**src/rtl/dfa_stream_ctx_mgr.sv**
```systemverilog
// dfa_stream_ctx_mgr: per-stream DFA context save/restore and match counting.
// Sits between the packet parser and a single DFA instance. Each packet
// restores the DFA state of its stream and scans the payload. At end of packet
// the final state and the match flag are committed to per-stream memories.
module dfa_stream_ctx_mgr #(
    parameter int unsigned NUM_STREAMS = 64,
    parameter int unsigned SID_W       = 6,
    parameter int unsigned STATE_W     = 11,
    parameter int unsigned CNT_W       = 16,
    parameter int unsigned DFA_LAT     = 1
) (
    input  logic               clk,
    input  logic               rst_n,
    input  logic               pkt_start,
    input  logic [SID_W-1:0]   stream_id,
    input  logic               new_stream,
    input  logic               enable,
    input  logic [7:0]         char_in,
    input  logic               char_in_vld,
    input  logic               eop,
    output logic [7:0]         dfa_char,
    output logic               dfa_char_vld,
    output logic [STATE_W-1:0] dfa_state_in,
    output logic               dfa_state_ld,
    input  logic [STATE_W-1:0] dfa_state_out,
    input  logic               dfa_accept,
    input  logic [SID_W-1:0]   rd_sid,
    output logic [CNT_W-1:0]   rd_count,
    output logic [CNT_W-1:0]   total_count,
    output logic               fired,
    output logic               busy,
    output logic               err_proto
);

    // DRAIN lasts long enough for the last char's accept to reach the fired flag
    localparam int unsigned DRAIN_CYC = DFA_LAT + 2;
    localparam int unsigned DCNT_W    = $clog2(DRAIN_CYC + 1);
    localparam logic [DCNT_W-1:0] DRAIN_LAST = DCNT_W'(DRAIN_CYC - 1);
    localparam logic [CNT_W-1:0]  CNT_MAX    = '1;

    typedef enum logic [2:0] {
        S_IDLE   = 3'd0,
        S_LOAD   = 3'd1,
        S_RUN    = 3'd2,
        S_DRAIN  = 3'd3,
        S_COMMIT = 3'd4
    } state_t;

    state_t state;
    state_t state_nxt;

    logic [SID_W-1:0]   sid_q;
    logic               en_q;
    logic [STATE_W-1:0] cap_state;
    logic [DCNT_W-1:0]  drain_cnt;
    logic [DFA_LAT-1:0] vld_pipe;
    logic               acc_q;

    logic [STATE_W-1:0] state_mem [NUM_STREAMS];
    logic [CNT_W-1:0]   count_mem [NUM_STREAMS];
    logic [NUM_STREAMS-1:0] ctx_valid;

    logic               proto_err_c;
    logic               start_c;
    logic               res_vld_c;
    logic               commit_c;
    logic               count_inc_c;
    logic [STATE_W-1:0] ctx_c;

    // Packet start acceptance, DFA result timing and commit qualifiers
    always_comb begin
        start_c     = (state == S_IDLE) && pkt_start;
        res_vld_c   = vld_pipe[DFA_LAT-1];
        commit_c    = (state == S_COMMIT) && en_q;
        count_inc_c = commit_c && fired;
        ctx_c       = '0;
        if (!new_stream && ctx_valid[stream_id]) begin
            ctx_c = state_mem[stream_id];
        end
    end

    // Next-state logic and protocol error detection
    always_comb begin
        state_nxt   = state;
        proto_err_c = 1'b0;
        case (state)
            S_IDLE:   if (pkt_start) state_nxt = S_LOAD;
            S_LOAD:   state_nxt = S_RUN;
            S_RUN:    if (eop) state_nxt = S_DRAIN;
            S_DRAIN:  if (drain_cnt == DRAIN_LAST) state_nxt = S_COMMIT;
            S_COMMIT: state_nxt = S_IDLE;
            default:  state_nxt = S_IDLE;
        endcase
        if (pkt_start && (state != S_IDLE)) begin
            proto_err_c = 1'b1;
        end
        if (eop && (state != S_RUN)) begin
            proto_err_c = 1'b1;
        end
    end

    // FSM state register and status outputs
    always_ff @(posedge clk or negedge rst_n) begin
        if (!rst_n) begin
            state        <= S_IDLE;
            busy         <= 1'b0;
            dfa_state_ld <= 1'b0;
            err_proto    <= 1'b0;
            drain_cnt    <= '0;
        end else begin
            state        <= state_nxt;
            busy         <= (state_nxt != S_IDLE);
            dfa_state_ld <= (state_nxt == S_LOAD);
            err_proto    <= err_proto | proto_err_c;
            if (state == S_DRAIN) begin
                drain_cnt <= drain_cnt + DCNT_W'(1);
            end else begin
                drain_cnt <= '0;
            end
        end
    end

    // Latch packet attributes and the restored context at packet start
    always_ff @(posedge clk or negedge rst_n) begin
        if (!rst_n) begin
            sid_q        <= '0;
            en_q         <= 1'b0;
            dfa_state_in <= '0;
        end else if (start_c) begin
            sid_q        <= stream_id;
            en_q         <= enable;
            dfa_state_in <= ctx_c;
        end
    end

    // Char path to the DFA; chars outside RUN are dropped
    always_ff @(posedge clk or negedge rst_n) begin
        if (!rst_n) begin
            dfa_char     <= '0;
            dfa_char_vld <= 1'b0;
        end else begin
            dfa_char_vld <= (state == S_RUN) && char_in_vld;
            if ((state == S_RUN) && char_in_vld) begin
                dfa_char <= char_in;
            end
        end
    end

    // Track DFA result validity and capture accept/state of each processed char
    always_ff @(posedge clk or negedge rst_n) begin
        if (!rst_n) begin
            vld_pipe  <= '0;
            acc_q     <= 1'b0;
            cap_state <= '0;
        end else begin
            vld_pipe <= DFA_LAT'({vld_pipe, dfa_char_vld});
            acc_q    <= res_vld_c && dfa_accept;
            if (state == S_LOAD) begin
                cap_state <= dfa_state_in;
            end else if (res_vld_c) begin
                cap_state <= dfa_state_out;
            end
        end
    end

    // Per-packet match flag: cleared on load, sticky while scanning
    always_ff @(posedge clk or negedge rst_n) begin
        if (!rst_n) begin
            fired <= 1'b0;
        end else begin
            case (state)
                S_LOAD:            fired <= 1'b0;
                S_RUN, S_DRAIN:    fired <= fired | acc_q;
                S_COMMIT:          if (!en_q) fired <= 1'b0;
                default:           fired <= fired;
            endcase
        end
    end

    // Saturating total match counter
    always_ff @(posedge clk or negedge rst_n) begin
        if (!rst_n) begin
            total_count <= '0;
        end else if (count_inc_c && (total_count != CNT_MAX)) begin
            total_count <= total_count + CNT_W'(1);
        end
    end

    // Per-stream saturating counts, context-valid bits and count read port
    always_ff @(posedge clk or negedge rst_n) begin
        if (!rst_n) begin
            for (int unsigned i = 0; i < NUM_STREAMS; i++) begin
                count_mem[i] <= '0;
            end
            ctx_valid <= '0;
            rd_count  <= '0;
        end else begin
            rd_count <= count_mem[rd_sid];
            if (commit_c) begin
                ctx_valid[sid_q] <= 1'b1;
            end
            if (count_inc_c && (count_mem[sid_q] != CNT_MAX)) begin
                count_mem[sid_q] <= count_mem[sid_q] + CNT_W'(1);
            end
        end
    end

    // Saved DFA state per stream; only meaningful where ctx_valid is set
    always_ff @(posedge clk) begin
        if (commit_c) begin
            state_mem[sid_q] <= cap_state;
        end
    end

endmodule

```
**config.mk**
```make
export PLATFORM = sky130hd
export DESIGN_NAME = dfa_stream_ctx_mgr
export DESIGN_NICKNAME = d
export VERILOG_FILES = /design/src/rtl/dfa_stream_ctx_mgr.sv
export SDC_FILE = /design/constraint.sdc
export NUM_CORES = 2
export LEC_CHECK = 0
export BUFFER_PORTS_ARGS = -buffer_cell sky130_fd_sc_hd__buf_2
export CORE_MARGIN = 5
export CORE_UTILIZATION = 40
export CTS_BUF_LIST = sky130_fd_sc_hd__clkbuf_4
export DETAILED_ROUTE_END_ITERATION = 10
export SLEW_MARGIN = 40
export SYNTH_ARGS = -nofsm -noshare
export SYNTH_HDL_FRONTEND = slang
export SYNTH_SLANG_ARGS = --single-unit
export TNS_END_PERCENT = 50
```
**constraint.sdc**
```tcl
create_clock -name clk -period 7 [get_ports clk]
set_input_delay 0 -clock clk [delete_from_list [all_inputs] [get_ports clk]]
set_output_delay 0 -clock clk [all_outputs]
set_load 0.02 [all_outputs]
```
# == Word level (Yosys, flattened, before mapping) ==
# Memories as Yosys holds them, arrays and structs flattened.
# Cells that the tools add are included.
# Widths: inputs -> output; s select.
# classes
n_addsub,3
magnitude_cmp,6
n_eq_ne,10
muxes,27
bitwise_logic,5
reduce_logical,20
# ops
operator,n
$bwmux 1024,1
$bmux 16 s6,2
$demux 16 s6,1
$mux 16,5
$or 64x64->64,1
$mux 11,3
$add 16x1->16 const B,2
$ne 16x16->1 const B,2
$ge 7x7->1 const B,2
$lt 6x7->1 const B,2
$not 6->7,2
$logic_and 1x1->1,12
$pmux 3 s4,1
$mux 3,3
$reduce_bool 3->1,3
$lt 7x1->1 const B,1
$mux 1,7
$bmux 1 s6,1
$demux 1 s6,1
$eq 3x1->1 const B,2
$eq 3x2->1 const B,2
$ge 6x1->1 const B,1
$eq 3x3->1 const B,1
$logic_not 3->1,1
11 further kinds,12
# totals
reg_bits,1169
mem_bits_rw,704
input_bits,39
output_inout_bits,56
n_memories,1
# mem_list
memory,depth,width,rd,rd_clocked_by_memory_dff,wr,line_no,text
state_mem,64,11,1,0,1,59,logic [STATE_W-1:0] state_mem [NUM_STREAMS];

# == Logic depth before layout (Yosys ltp) ==
# depth
depth_word,6
depth_mapped,22
depth_no_buf,11

# == Worst setup path before layout ==
# Ideal clock, no wire load.
# synth_path
kind,reg-to-reg
startpoint,reg sid_q[2]
endpoint,reg count_mem[10] (netlist bit)
setup_ps,125
arrival_time_ps,4397
required_time_ps,6875
slack_ps,2477
stages_incl_launch_ff,22
cell_sequence,dfrtp_1 > buf_6 > buf_6 > buf_6 > buf_6 > buf_4 > mux2_2 > a221oi_1 > o22ai_1 > a22oi_1 > and4b_1 > clkbuf_1 > clkbuf_1 > inv_1 > ha_1 > nand4_2 > nor4_4 > buf_12 > buf_12 > nor4_4 > buf_6 > mux2_4
# synth_via
elab_chain_cells,6
word_cells_on_any_way,13
cone_classes,add/sub: 1; order compare: 2; eq/ne: 1; mux: 6; bitwise: 1; reduce/logical: 2
# synth_lines
item,line_no,text
start: declaration,52,logic [SID_W-1:0] sid_q;
start signal: assignment,130,sid_q <= stream_id;
$not 6->7 (not written as such) (*),"202, 203",
"$bmux 16 s6, or another cell as far along","202, 203",
$mux 16 (not written as such) / $logic_and 1x1->1 (equally long branches),"202, 203",
"$mux 16, on equally long branches","202, 203",
"$add 16x1->16, or another cell as far along",203,count_mem[sid_q] <= count_mem[sid_q] + CNT_W'(1);
$bwmux 1024 / $logic_and 1x1->1 (equally long branches),"203, 202",
end signal: indexed assignment,203,
end: declaration,60,logic [CNT_W-1:0] count_mem [NUM_STREAMS];
# Mark *: on every way between the ends. The rest lies on a longest branch, timed or not. The select of a mux whose other input is x is not followed.
# A chain may end at the register's enable or synchronous reset.

# == Worst setup path after layout ==
# layout_path
startpoint,reg sid_q[2]
endpoint,reg count_mem[159] (netlist bit)
# The elaborated chain is that of the path after synthesis.

==> flow_summary.yaml <==
run_status:
  status: "completed"
yosys:
  yosysSeqAreaShare: 0.549
  async_flop_share: 0.624
  synth_fa_ha_area_frac: 0.000409
  synth_commonest_cells: "1169 x dfrtp_1, 704 x edfxtp_1, 648 x mux4_2"
  synthFlopType: "dfrtp_1"
  ys_types: 89
  synth_area_leaders: "dfrtp_1 32%, edfxtp_1 23%, mux4_2 16%"
  synth_edf_count: 704
  synth-simple-area-share: 0.0421
  synth_top_area_cell: "dfrtp_1"
  synth_xor_area_frac: 0.00277
  synth_compound_area_frac: 0.0384
  syn_avg_cell_area_sq_um: 17.4
  yosysMostFrequentCell: "dfrtp_1"
  syn-num-nets: 5317
  synth_cells: 5275
  yosysTopAreaCellShare: 0.319
  synth.area.mux_share: 0.336
  yosysWarnings: 0
  syn-cell-area_sq_um: 91800
  synth_top_family_by_area: "multiplexers"
  ys_seq_elements: 1873
die:
  die_area_sq_um: 239000
  fp.dieW_microns: 489
  design.core.area_sq_um: 228000
  die_h_microns: 489
  rows: 175
  io_pins: 95
  initial_core_util: 0.403
timing:
  finalSetupTns_ns: 0
  tightest_slew_ns: 0.925
  finalSetupViolCount: 0
  fin_crit_sh: 0.826
  fin_crit_ns: 5.78
  maxSlewViolCount: 0
  hold_viol_final: 0
  max_slew_margin: 0.378
  rsz0062_at_grt: "no"
  skew_ns: 0.158
  fmax_mhz: 173
  whs_ns: 0.0593
pwr:
  p_leak_nw: 42.7
  switching_share: 0.378
  clock_power_share: 0.318
  p_seq_frac: 0.401
  p_switching_w: 0.0119
  p_int_w: 0.0196
  cellPowerDensity_nw_per_um2: 301
  irDropWorstVdd_mv: 0.308
  power.share.combinational: 0.281
setup_path:
  cp_data_required_time_ns: 8.22
  cp_max_fo: 35
  r2r_start: "sid_q[2]"
  critical-path-slowest-cell: "dfrtp_4"
  rrSetupSlack_ns: 1.22
  startpoint: "sid_q[2]"
  worstSetupPathType: "reg2reg"
  cp-endpoint: "count_mem[159]"
  cp_cell_sequence: "buf_4 > buf_4 > and3b_1 > o21ai_0 > a21oi_1 > buf_4 > a221oi_1 > nand4_1 > and2b_1 > nand4_2 > nor4_4 > buf_12 > nor4_4 > buf_4 > mux2_2"
  cp-end-kind: "flop"
  crit_path_frequent_cell: "buf_4"
  start_kind: "flop"
  critPathMaxStageDelay_ns: 0.90
  worstRegToRegCells: 15
  cp_data_arrival_time_ns: 7.00
  r2r-end: "count_mem[159]"
cells_and_area:
  postLayoutCellArea_sq_um: 105000
  area_delta_synth_final_pct: 13.8
  n_fill_cell: 19700
  drive_gt1_frac: 0.515
  final_cells: 9254
  final_util: 0.458
  nets: 5924
placed_design:
  gp_congestion: 0.920
  dpl.cell_count: 8237
  place.detailed.hpwl_microns: 188000
  placed_area_sq_um: 96800
  io_buffers: 94
drt:
  drt-initial-drc-count: 6033
  dr.pass1.iters: 8
  vias: 56600
  antenna_left: 0
  drc_errors: 0
  wl_microns: 304000
  wl_per_cell_microns: 32.9
  via_per_inst: 6.12
clocking:
  cts_sinks: 1873
  htreeDepth: 6
  cts_tree: "done"
  cts_hold_buf: 116
  numCtsBuffers: 532
  cts.repair.resized: 0
  clock_latency_ns: 1.41
  clk_pin_slew_ns: 0.07
  clockBufferDepth: 4
  cts-root-buf: "clkbuf_4"
  postCtsSetupRepairBufs: 0
global_route:
  track_usage: 0.253
  grt_pass1_wl_microns: 437000
  antenna_found_initial: 21
  grt_pass1_vias: 58700
  grt_max_degree: 116
  grt_overflow: 0
flow_run:
  cap_viol_max_count: 0
hold_path:
  hp-class: "in2reg"
-- stage by stage --
stage / setup slack, ns / total power (W)
detailed placement: 1.47 / 0.0212
finish: 1.22 / 0.0315
global placement: 1.25 / 0.0211
floorplan: 2.48 / 0.0171
global route: 1.06 / 0.0324
CTS: 1.35 / 0.0314
-- registers in the layout (all words and copies together), names as in the netlist --
name	flops
dfa_state_in	11
dfa_char_vld	1
en_q	1
acc_q	1
state	3
busy	1
total_count	16
err_proto	1
dfa_char	8
rd_count	16
ctx_valid	64
fired	1
drain_cnt	2
dfa_state_ld	1
sid_q	6
cap_state	11
res_vld_c	1
state_mem	704
count_mem	1024
-- metal layers --
| metal | vias to the layer above | part of all wire | GRT usage |
|---|---|---|---|
| met4 | 6 | 0.053 | 0.127 |
| met2 | 3074 | 0.44 | 0.368 |
| li1 | 22500 | - | - |
| met1 | 30200 | 0.41 | 0.345 |
| met5 | - | 0.00011 | 0 |
| met3 | 758 | 0.098 | 0.0759 |
-- worst min-delay path by stage --
| stage | start | to | slack (ns) | cells after the start |
|---|---|---|---|---|
| after detailed placement | rst_n | count_mem[762] | 0.06 | 1 |
| final | stream_id[0] | sid_q[0] | 0.06 | 5 |
| after floorplan | rst_n | acc_q | -0.30 | 0 |
| after global placement | rst_n | count_mem[730] | 0.06 | 1 |
| after CTS | eop | state[0] | 0.08 | 6 |
| after global routing | stream_id[0] | sid_q[0] | 0.02 | 5 |
-- worst max-delay path, delay by kind of cell (launching register included) --
family / cells / cell delay [ns]
multiplexers: 1 / 0.37
flip-flops: 1 / 0.90
AND/OR/NAND/NOR: 6 / 1.73
AO/OA/AOI/OAI: 3 / 0.60
buffers and inverters: 5 / 1.85
-- area by class of cell --
class | count | area [sq um] | area share
Antenna cell | 14 | 35.0 | 0.000335
Clock buffer | 764 | 5740 | 0.0549
Clock inverter | 119 | 671 | 0.00642
Inverter | 9 | 36.3 | 0.000347
Multi-Input combinational cell | 2918 | 38900 | 0.372
Sequential cell | 1873 | 50400 | 0.483
Tap cell | 3009 | 3760 | 0.0360
Timing Repair Buffer | 548 | 4970 | 0.0476
-- cells in the final DEF, fill, tap and decap left out, types with 9 or more instances in the layout --
cell type      instances
dfrtp_1             1155
clkbuf_4             764
edfxtp_1             704
mux4_2               648
mux2_4               601
mux2_2               492
buf_4                283
mux2i_1              162
dlygate4sd3_1        113
nor2_1                94
clkinv_1              88
buf_2                 85
a221oi_1              84
nand2_1               82
a22oi_1               79
nor4_4                66
or2_2                 65
o21ai_0               57
a21oi_1               53
o22ai_1               43
buf_12                42
nand3b_1              28
nand3_1               28
a221o_1               27
a22o_1                21
diode_2               14
nor2_2                14
nor3_1                14
o2bb2ai_1             13
o22a_1                13
a32o_1                13
xnor2_1               12
nand2b_1              11
clkinv_2              11
nand2_2               10
inv_2                  9
nand4_1                9
buf_16                 9
buf_6                  9
-- cell families (layout without fill, tap and decap cells) --
| group | after synthesis | count (layout) |
|---|---|---|
| AND/OR/NAND/NOR | 508 | 508 |
| other | 0 | 14 |
| AO/OA/AOI/OAI | 470 | 470 |
| buffers and inverters | 484 | 1440 |
| adder cells (fa/ha/maj) | 3 | 3 |
| multiplexers | 1908 | 1908 |
| flip-flops | 1873 | 1873 |
| XOR/XNOR | 29 | 29 |
-- power groups by stage --
stage / registers, W / logic (W) / clock network (W)
finish: 0.0126 / 0.00885 / 0.0100
global route: 0.0127 / 0.00892 / 0.0108
CTS: 0.0126 / 0.00855 / 0.0102
detailed placement: 0.0128 / 0.00840 / 0
global placement: 0.0128 / 0.00828 / 0
floorplan: 0.0127 / 0.00442 / 0
Power figures use the tool's default switching activity.
